--- config.mk ---
export PLATFORM = sky130hd
export DESIGN_NAME = pe_datain_sequencer_flat
export DESIGN_NICKNAME = d
export VERILOG_FILES = /design/src/rtl/pe_datain_sequencer_if.sv /design/src/rtl/pe_datain_sequencer.sv /design/src/flat_wrapper.sv
export SDC_FILE = /design/constraint.sdc
export NUM_CORES = 1
export LEC_CHECK = 0
export ABC_AREA = 0
export CELL_PAD_IN_SITES_DETAIL_PLACEMENT = 1
export CELL_PAD_IN_SITES_GLOBAL_PLACEMENT = 1
export CORE_AREA = 2 2 189 191
export DETAILED_ROUTE_END_ITERATION = 10
export DIE_AREA = 0 0 191 193
export PLACE_DENSITY_LB_ADDON = 0.1
export SLEW_MARGIN = 20
export SYNTH_ARGS = -nofsm -noshare
export SYNTH_HDL_FRONTEND = slang
export SYNTH_SLANG_ARGS = --single-unit
--- constraint.sdc ---
create_clock -name clk -period 3.4 [get_ports clk]
set_input_delay 0.68 -clock clk [delete_from_list [all_inputs] [get_ports clk]]
set_output_delay 0.68 -clock clk [all_outputs]
set_load 0.1 [all_outputs]
--- src/rtl/pe_datain_sequencer_if.sv ---
// Row-buffer and PE-array handshake bundle for the datain sequencer.
// Both links transfer on a rising edge where the request/valid and the matching ready/valid are both high; the side that raised its flag holds it and its payload until that edge.
interface pe_datain_sequencer_if #(
  parameter int DATA_WIDTH = 8,
  parameter int HOUT       = 28,
  parameter int ROW_WIDTH  = 10
);
  logic [2:0][ROW_WIDTH-1:0]       R_C_Channel;
  logic                            pe_ctrl_ready;
  logic [HOUT-1:0][DATA_WIDTH-1:0] pe_ctrl_data;
  logic                            row_buffer_data_valid;
  logic                            pe_buffer_switch;
  logic [HOUT-1:0][DATA_WIDTH-1:0] pe_data;
  logic                            pe_data_valid;
  logic                            pe_data_ready;

  modport master (
    output R_C_Channel, pe_ctrl_ready, pe_buffer_switch, pe_data, pe_data_valid,
    input  pe_ctrl_data, row_buffer_data_valid, pe_data_ready
  );

  modport slave (
    input  R_C_Channel, pe_ctrl_ready, pe_buffer_switch, pe_data, pe_data_valid,
    output pe_ctrl_data, row_buffer_data_valid, pe_data_ready
  );
endinterface

--- src/rtl/pe_datain_sequencer.sv ---
// Walks (channel, kernel row, kernel col) over one pass, fetching each row-buffer
// word and presenting it to the PE array, then pulses a buffer switch and done.
module pe_datain_sequencer #(
  parameter int DATA_WIDTH = 8,
  parameter int HOUT       = 28,
  parameter int K          = 3,
  parameter int C          = 256,
  parameter int ROW_WIDTH  = 10
) (
  input  logic                         clk,
  input  logic                         rstn,
  input  logic                         start,
  pe_datain_sequencer_if.master        bus,
  output logic                         busy,
  output logic                         done,
  output logic [1:0]                   dbg_state
);

  typedef enum logic [1:0] {IDLE, REQ, OUT, SWITCH} state_t;

  localparam logic [ROW_WIDTH-1:0] K_LAST = ROW_WIDTH'(K - 1);
  localparam logic [ROW_WIDTH-1:0] C_LAST = ROW_WIDTH'(C - 1);
  localparam logic [ROW_WIDTH-1:0] ONE    = ROW_WIDTH'(1);

  state_t                          state, state_nxt;
  logic [ROW_WIDTH-1:0]            row_q, col_q, ch_q;
  logic [HOUT-1:0][DATA_WIDTH-1:0] data_q;
  logic                            last_idx;
  logic                            capture;
  logic                            accept;

  assign last_idx = (row_q == K_LAST) && (col_q == K_LAST) && (ch_q == C_LAST);
  assign capture  = (state == REQ) && bus.row_buffer_data_valid;
  assign accept   = (state == OUT) && bus.pe_data_ready;

  always_ff @(posedge clk or negedge rstn) begin
    if (!rstn) state <= IDLE;
    else       state <= state_nxt;
  end

  always_comb begin
    state_nxt = state;
    case (state)
      IDLE:    if (start)   state_nxt = REQ;
      REQ:     if (capture) state_nxt = OUT;
      OUT:     if (accept)  state_nxt = last_idx ? SWITCH : REQ;
      SWITCH:  state_nxt = IDLE;
      default: state_nxt = IDLE;
    endcase
  end

  // Every handshake output decodes the registered state, so reset clears them at once.
  always_comb begin
    bus.pe_ctrl_ready    = 1'b0;
    bus.pe_data_valid    = 1'b0;
    bus.pe_buffer_switch = 1'b0;
    done                 = 1'b0;
    busy                 = (state != IDLE);
    case (state)
      REQ:     bus.pe_ctrl_ready = 1'b1;
      OUT:     bus.pe_data_valid = 1'b1;
      SWITCH: begin
        bus.pe_buffer_switch = 1'b1;
        done                 = 1'b1;
      end
      default: ;
    endcase
  end

  // Column is the fastest index; the final carry wraps everything back to zero.
  always_ff @(posedge clk or negedge rstn) begin
    if (!rstn) begin
      row_q <= '0;
      col_q <= '0;
      ch_q  <= '0;
    end else if ((state == IDLE) && start) begin
      row_q <= '0;
      col_q <= '0;
      ch_q  <= '0;
    end else if (accept) begin
      if (col_q == K_LAST) begin
        col_q <= '0;
        if (row_q == K_LAST) begin
          row_q <= '0;
          ch_q  <= (ch_q == C_LAST) ? '0 : ch_q + ONE;
        end else begin
          row_q <= row_q + ONE;
        end
      end else begin
        col_q <= col_q + ONE;
      end
    end
  end

  always_ff @(posedge clk or negedge rstn) begin
    if (!rstn)        data_q <= '0;
    else if (capture) data_q <= bus.pe_ctrl_data;
  end

  assign bus.pe_data     = data_q;
  assign bus.R_C_Channel = {ch_q, col_q, row_q};
  assign dbg_state       = state;

endmodule
--- src/flat_wrapper.sv ---
// flat-port wrapper written by rule: the top's interface ports become plain ports
module pe_datain_sequencer_flat 
#(
  parameter int DATA_WIDTH = 8,
  parameter int HOUT       = 28,
  parameter int K          = 3,
  parameter int C          = 256,
  parameter int ROW_WIDTH  = 10
)
  (clk, rstn, start, busy, done, dbg_state, bus_R_C_Channel, bus_pe_ctrl_ready, bus_pe_buffer_switch, bus_pe_data, bus_pe_data_valid, bus_pe_ctrl_data, bus_row_buffer_data_valid, bus_pe_data_ready);
  pe_datain_sequencer_if #(.DATA_WIDTH(DATA_WIDTH), .HOUT(HOUT), .ROW_WIDTH(ROW_WIDTH)) bus_i ();
  input  logic clk;
  input  logic rstn;
  input  logic start;
  output logic busy;
  output logic done;
  output logic [1:0] dbg_state;
  output wire logic [$bits(bus_i.R_C_Channel)-1:0] bus_R_C_Channel;
  output wire logic [$bits(bus_i.pe_ctrl_ready)-1:0] bus_pe_ctrl_ready;
  output wire logic [$bits(bus_i.pe_buffer_switch)-1:0] bus_pe_buffer_switch;
  output wire logic [$bits(bus_i.pe_data)-1:0] bus_pe_data;
  output wire logic [$bits(bus_i.pe_data_valid)-1:0] bus_pe_data_valid;
  input wire logic [$bits(bus_i.pe_ctrl_data)-1:0] bus_pe_ctrl_data;
  input wire logic [$bits(bus_i.row_buffer_data_valid)-1:0] bus_row_buffer_data_valid;
  input wire logic [$bits(bus_i.pe_data_ready)-1:0] bus_pe_data_ready;
  assign bus_R_C_Channel = bus_i.R_C_Channel;
  assign bus_pe_ctrl_ready = bus_i.pe_ctrl_ready;
  assign bus_pe_buffer_switch = bus_i.pe_buffer_switch;
  assign bus_pe_data = bus_i.pe_data;
  assign bus_pe_data_valid = bus_i.pe_data_valid;
  assign bus_i.pe_ctrl_data = bus_pe_ctrl_data;
  assign bus_i.row_buffer_data_valid = bus_row_buffer_data_valid;
  assign bus_i.pe_data_ready = bus_pe_data_ready;
  pe_datain_sequencer #(.DATA_WIDTH(DATA_WIDTH), .HOUT(HOUT), .K(K), .C(C), .ROW_WIDTH(ROW_WIDTH)) u_core (.clk(clk), .rstn(rstn), .start(start), .bus(bus_i), .busy(busy), .done(done), .dbg_state(dbg_state));
endmodule
==> implementation parameters, run 1 <==
Parameter                              Value

Status
  Status    completed

Synthesis
  Syn Nets    898
  Flip-flop cell with the highest count after synthesis    dfrtp_1
  Count of flip-flops with a built-in enable after synthesis    0
  Avg Inst Size Synth    15.06 um^2
  Unique cell type count in the Yosys netlist    42
  Synthesized flop and latch total    256
  Post-synthesis instance total    664
  Cell area after technology mapping    0.01000 mm^2
  Share of flip-flops with an asynchronous set or reset    100.0%
  Sequential fraction of the synthesis area    64.05%
  Yosys synthesis warning count    0

Global route
  Pin count of the biggest net entering global routing    75
  Global-route total usage across every layer    17.60%
  Via count of the first global-routing pass    7849
  Initial antenna violation count    5
  First-pass GRT wire length    49.17 mm
  Remaining global-route overflow    0

Clock tree
  Setup Buffers After CTS    0
  Insertion delay of the later-clocked pin in the worst-skew pair    0.55 ns
  Clock transition at the register clock pins on the worst setup and hold paths after CTS    0.06 ns
  Maximum clock insertion buffer count    3
  TritonCTS clock tree    built
  Root buffer cell    clkbuf_16
  Cts-stage hold buffer count    0
  Sinks on the clock net    256
  Count of H-tree levels built during CTS    1
  Post_cts resized    0
  Number of buffers inserted during clock tree synthesis    30

STA
  Max_slew headroom    32.48%
  Timing-limited maximum frequency    363.4 MHz
  Clock Skew    0.01079 ns
  Worst Setup Slack, final    0.6481 ns
  Final clock period utilization by the worst path    80.94%
  Measured slew at the worst slew-check pin    1.010 ns
  Number of setup violations in the final report    0
  Summed negative setup slack over all endpoints    0 ns
  Final hold violations    0
  Setup repair after global routing missed its margin    no
  Final critical-path required period    2.752 ns
  Pins Over Slew Limit    0
  Final hold slack    0.1121 ns

Placement
  Routability cong.    0.7690
  Placed Instance Area    0.01505 mm^2
  Post-Place Worst Slack    0.6002 ns
  HPWL reported at the end of detailed placement    25.87 mm
  Number of buffers added on ports    489

Run
  Max-cap violations    0

Route
  Post-DR vias/cell    4.479
  Antenna-violating nets left    0
  Number of vias in the routed layout    7430
  Avg WL per Cell    20.57 um
  DRT Pass-1 Iters    4
  Wirelength, routed    34.13 mm
  Remaining routing DRC violations    0
  DR iter-0 viols    242

Worst setup path
  CP max FO    7
  Endpoint arrival time on the critical path    3.23 ns
  Crit path launch type    flop
  CP Data Required Time    3.88 ns
  Worst Path Class, Setup    flop to flop
  Sort of element at the end of the critical path    flop

Floorplanning
  Die area    0.03686 mm^2
  Chip Width    191 um
  Effective utilization at floorplan    28.61%
  FP Rows    69
  Chip height    193 um
  IO Pins    490
  Area of the placeable core    0.03496 mm^2

Finish
  Register area    0.006406 mm^2
  Leading cell type in the layout, fill and taps excluded    clkdlybuf4s50_1
  Area added between synthesis and finish    60.88%
  Number of fill cells in the layout    3619
  Area taken by multi-input logic gates    0.003458 mm^2
  Commonest cells after routing, fill and taps aside    clkdlybuf4s50_1 (293), dfrtp_1 (256), mux2_2 (224)
  Final net count    1403
  Design Area, Final    0.01609 mm^2
  Ratio of cells with drive above 1 in the final layout    41.99%

Min path
  Hold WC Path Type    primary input to asynchronous set/reset pin
## layout make-up
| class | instances | area share, % |
|---|---|---|
| sequential | 256 | 39.81 |
| timing repair buffer | 504 | 28.43 |
| multi-input combinational | 369 | 21.49 |
| clock buffer | 34 | 5.077 |
| tap | 461 | 3.584 |
| clock inverter | 22 | 1.345 |
| inverter | 8 | 0.1866 |
| antenna | 5 | 0.07775 |
## flip-flops by register name (all words and copies together), names as in the netlist
signal	cells
u_core.ch_q	10
u_core.dbg_state	2
u_core.bus.pe_data	224
u_core.col_q	10
u_core.row_q	10
## logic make-up after synthesis
logic type	share of synthesized area, %
AO/OA/AOI/OAI	2.177
XOR/XNOR	1.051
adder cells (fa/ha/maj)	0.6255
buffers and inverters	1.526
flip-flops	64.05
multiplexers	25.52
AND/OR/NAND/NOR	5.054
## Yosys cell counts, types with 4 or more instances
cell      instances  area, um^2
and3_1           11       68.82
xnor2_1           5       43.79
nand2_1          14       52.55
o21ai_0          12       60.06
ha_1              5       62.56
nand3_1           9       45.04
clkbuf_1         28       105.1
mux2_2          224        2522
a21oi_1           4       20.02
nor2_1           22       82.58
o31ai_1           6       45.04
nor3_1            5       25.02
xor2_1            7       61.31
inv_1             8       30.03
dfrtp_1         256        6406
## metrics by stage
| stage | std cells | util, % |
|---|---|---|
| floorplan | 664 | - |
| global placement | 1598 | 43.03 |
| detailed placement | 1598 | 43.03 |
| CTS | 1654 | 45.99 |
| global route | 1657 | 46.01 |
| finish | 1659 | 46.02 |
## worst max-delay path, cell delays in order, from the launching register on
cell	delay, ns
dfrtp_1	0.44
inv_1	0.09
ha_1	0.15
or4b_4	0.47
or3_1	0.48
or4_4	0.49
or4_1	0.42
a21oi_1	0.16
## routing by layer
metal	vias up	track usage, %	wire (um)
li1	3371	-	-
met1	3716	19.26	12280
met2	300	31.31	17570
met3	41	7.439	3663
met4	2	4.651	597
met5	-	0	16
## final timing paths
check                                       start                       to  slack (ns)  cells after the start
min in group clk           u_core.bus.pe_data[58]   u_core.bus.pe_data[58]        0.50                      1
max                               u_core.row_q[0]           u_core.ch_q[8]        0.65                      7
min                                          rstn  u_core.bus.pe_data[107]        0.11                      1
min reg2reg                u_core.bus.pe_data[58]   u_core.bus.pe_data[58]        0.50                      1
max reg2reg                       u_core.row_q[0]           u_core.ch_q[8]        0.65                      7
max in group asynchronous                    rstn   u_core.bus.pe_data[83]        2.51                      2
Power of run 1 is left out: the tool's default activity adds up to more than one toggle a clock period on the data nets, which glitch-free logic cannot reach.
==> run 2: changes to the inputs <==
==> constraint.sdc (replaced) <==
create_clock -name clk -period 2.8 [get_ports clk]
set_input_delay 0.56 -clock clk [delete_from_list [all_inputs] [get_ports clk]]
set_output_delay 0.56 -clock clk [all_outputs]
set_load 0.1 [all_outputs]
==> run 2 against run 1 <==
Core utilization down 0.17 points. Cell count up 0.30%. Die area unchanged. Count of clock-buffer cells in the layout up 16. Highest routed layer is now met4.
==> implementation parameters, run 2 (synthesis gave the netlist of run 1 again) <==
Parameter                              Value

Clock tree
  Insertion delay of the later-clocked pin in the worst-skew pair    0.56 ns (about the same)
  Setup Buffers After CTS    0 (unchanged)
  Number of buffers inserted during clock tree synthesis    30 (unchanged)
  Sinks on the clock net    256 (unchanged)
  Post_cts resized    0 (unchanged)
  TritonCTS clock tree    built
  Clock transition at the register clock pins on the worst setup and hold paths after CTS    0.06 ns (about the same)
  Root buffer cell    clkbuf_16
  Maximum clock insertion buffer count    3 (unchanged)
  Count of H-tree levels built during CTS    1 (unchanged)

Worst setup path
  Worst Path Class, Setup    flop to flop
  Endpoint arrival time on the critical path    3.09 ns (-0.14 ns)
  Path depth of the worst reg2reg path    7 (unchanged)
  CP Data Required Time    3.28 ns (-0.60 ns)
  Crit path launch type    flop
  CP max FO    6 (-1)
  Sort of element at the end of the critical path    flop
  CP max-delay cell    dfrtp_4
  Crit-path cells    inv_2 > ha_1 > or4b_4 > or3_1 > or4_4 > or4_1 > a21oi_1
  Worst stage delay on the critical path    0.50 ns (about the same)

STA
  Final hold slack    0.5030 ns (+0.3909 ns)
  Summed negative setup slack over all endpoints    0 ns (unchanged)
  Setup repair after global routing missed its margin    no
  Final clock period utilization by the worst path    93.10% (+12 points)
  Timing-limited maximum frequency    383.6 MHz (+5.6%)
  Final hold violations    0 (unchanged)
  Measured slew at the worst slew-check pin    0.6979 ns (-0.3117 ns)
  Max_slew headroom    53.16% (+21 points)
  Clock Skew    0.01163 ns (+0.0008418 ns)
  Worst Setup Slack, final    0.1933 ns (-0.4549 ns)
  Final critical-path required period    2.607 ns (-0.1451 ns)
  Number of setup violations in the final report    0 (unchanged)
  Pins Over Slew Limit    0 (unchanged)

Route
  DRT Pass-1 Iters    4 (unchanged)
  Number of vias in the routed layout    7484 (+0.73%)
  Post-DR vias/cell    4.498 (+0.42%)
  DR iter-0 viols    243 (+0.41%)
  Antenna-violating nets left    0 (unchanged)
  Avg WL per Cell    20.32 um (-1.2%)
  Remaining routing DRC violations    0 (unchanged)
  Wirelength, routed    33.81 mm (-0.92%)

Placement
  Number of buffers added on ports    489 (unchanged)
  Post-Place Worst Slack    0.1897 ns (-0.4105 ns)
  HPWL reported at the end of detailed placement    26.05 mm (+0.67%)
  Routability cong.    0.7760 (+0.91%)
  Placed cell count    1607 (+0.56%)

Finish
  Leading cell type in the layout, fill and taps excluded    buf_4
  Ratio of cells with drive above 1 in the final layout    48.88% (+6.9 points)
  Area taken by multi-input logic gates    0.003460 mm^2 (about the same)
  Register area    0.006435 mm^2 (+0.45%)
  Area added between synthesis and finish    60.30%
  Final net count    1413 (+0.71%)
  Non-filler instance count after layout    1664 (+0.30%)
  Commonest cells after routing, fill and taps aside    buf_4 (276), dfrtp_1 (237), clkdlybuf4s50_1 (227)
  Flip-flop count of the largest register after layout    224 (unchanged)
  Number of fill cells in the layout    3666 (+1.3%)

Global route
  Global-route total usage across every layer    17.49% (-0.11 points)
  First-pass GRT wire length    49.02 mm (-0.29%)
  Via count of the first global-routing pass    7956 (+1.4%)
  Remaining global-route overflow    0 (unchanged)
  Initial antenna violation count    3 (-2)
  Pin count of the biggest net entering global routing    75 (unchanged)

Floorplanning
  Die area    0.03686 mm^2 (unchanged)
  FP Rows    69 (unchanged)
  Chip height    193 um (unchanged)
  Area of the placeable core    0.03496 mm^2 (unchanged)
  IO Pins    490 (unchanged)
  Chip Width    191 um (unchanged)
  Effective utilization at floorplan    28.61% (unchanged)

Status
  Status    completed

Run
  Max-cap violations    0 (unchanged)

Min path
  Hold WC Path Type    flop to flop
  Worst hold path depth    1
==> run 2: changes by cell type in the layout (fill, tap and decap cells not counted), sizes merged <==
| cell | delta |
|---|---|
| buf | +75 |
| clkdlybuf4s50 | -66 |
| clkbuf | +16 |
| clkinv | -12 |
| bufinv | -4 |
| diode | -3 |
| clkinvlp | -1 |
| dlygate4sd3 | +1 |
| inv | -1 |
==> run 2: per-layer routing <==
metal | part of all wire [%] | wire length, um | vias up | global-route usage, %
met4 | 2.0 | 670 | 0 | 4.949
li1 | - | - | 3381 | -
met3 | 9.6 | 3240 | 40 | 6.462
met1 | 37 | 12370 | 3775 | 19.40
met2 | 52 | 17530 | 288 | 31.38
met5 | 0 | 0 | - | 0
==> run 2: layout make-up <==
| class | count | area share, % |
|---|---|---|
| Inverter | 8 | 0.1873 |
| Tap cell | 461 | 3.598 |
| Clock inverter | 4 | 0.1951 |
| Multi-Input combinational cell | 369 | 21.58 |
| Clock buffer | 50 | 5.900 |
| Sequential cell | 256 | 40.14 |
| Timing Repair Buffer | 514 | 28.38 |
| Antenna cell | 2 | 0.03122 |
==> run 2: final timing paths <==
check                                             start                       to  slack, ns
worst max-delay path                    u_core.row_q[0]           u_core.ch_q[8]       0.19
worst min-delay path            u_core.bus.pe_data[105]  u_core.bus.pe_data[105]       0.50
worst max register to register          u_core.row_q[0]           u_core.ch_q[8]       0.19
worst min register to register  u_core.bus.pe_data[105]  u_core.bus.pe_data[105]       0.50
max in group asynchronous                          rstn          u_core.col_q[3]       1.48
min in group asynchronous                          rstn           u_core.ch_q[0]       0.55
==> run 2: repair_timing <==
item / in CTS / in global routing
endpoints found under the setup margin: 0 / 0
hold endpoints to repair: 9 / 0
hold buffers: 1 / 0
==> run 2: through the flow <==
step           util [%]  instance area (um^2)
4_1_cts           45.84                 16030
3_5_place_dp      43.02                 15040
6_report          45.85                 16030
2_1_floorplan         -                 10050
3_3_place_gp      43.02                 15040
5_1_grt           45.85                 16030
==> run 2: critical path: cells and delay by family (launching register included) <==
kind / cells / cell delay, ns
AOI/OAI and AO/OA: 1 / 0.15
and+or+nand+nor: 4 / 1.69
buffers and inverters: 1 / 0.06
DFF: 1 / 0.50
adders and majority gates: 1 / 0.13
Power of run 2 is left out for the same reason.
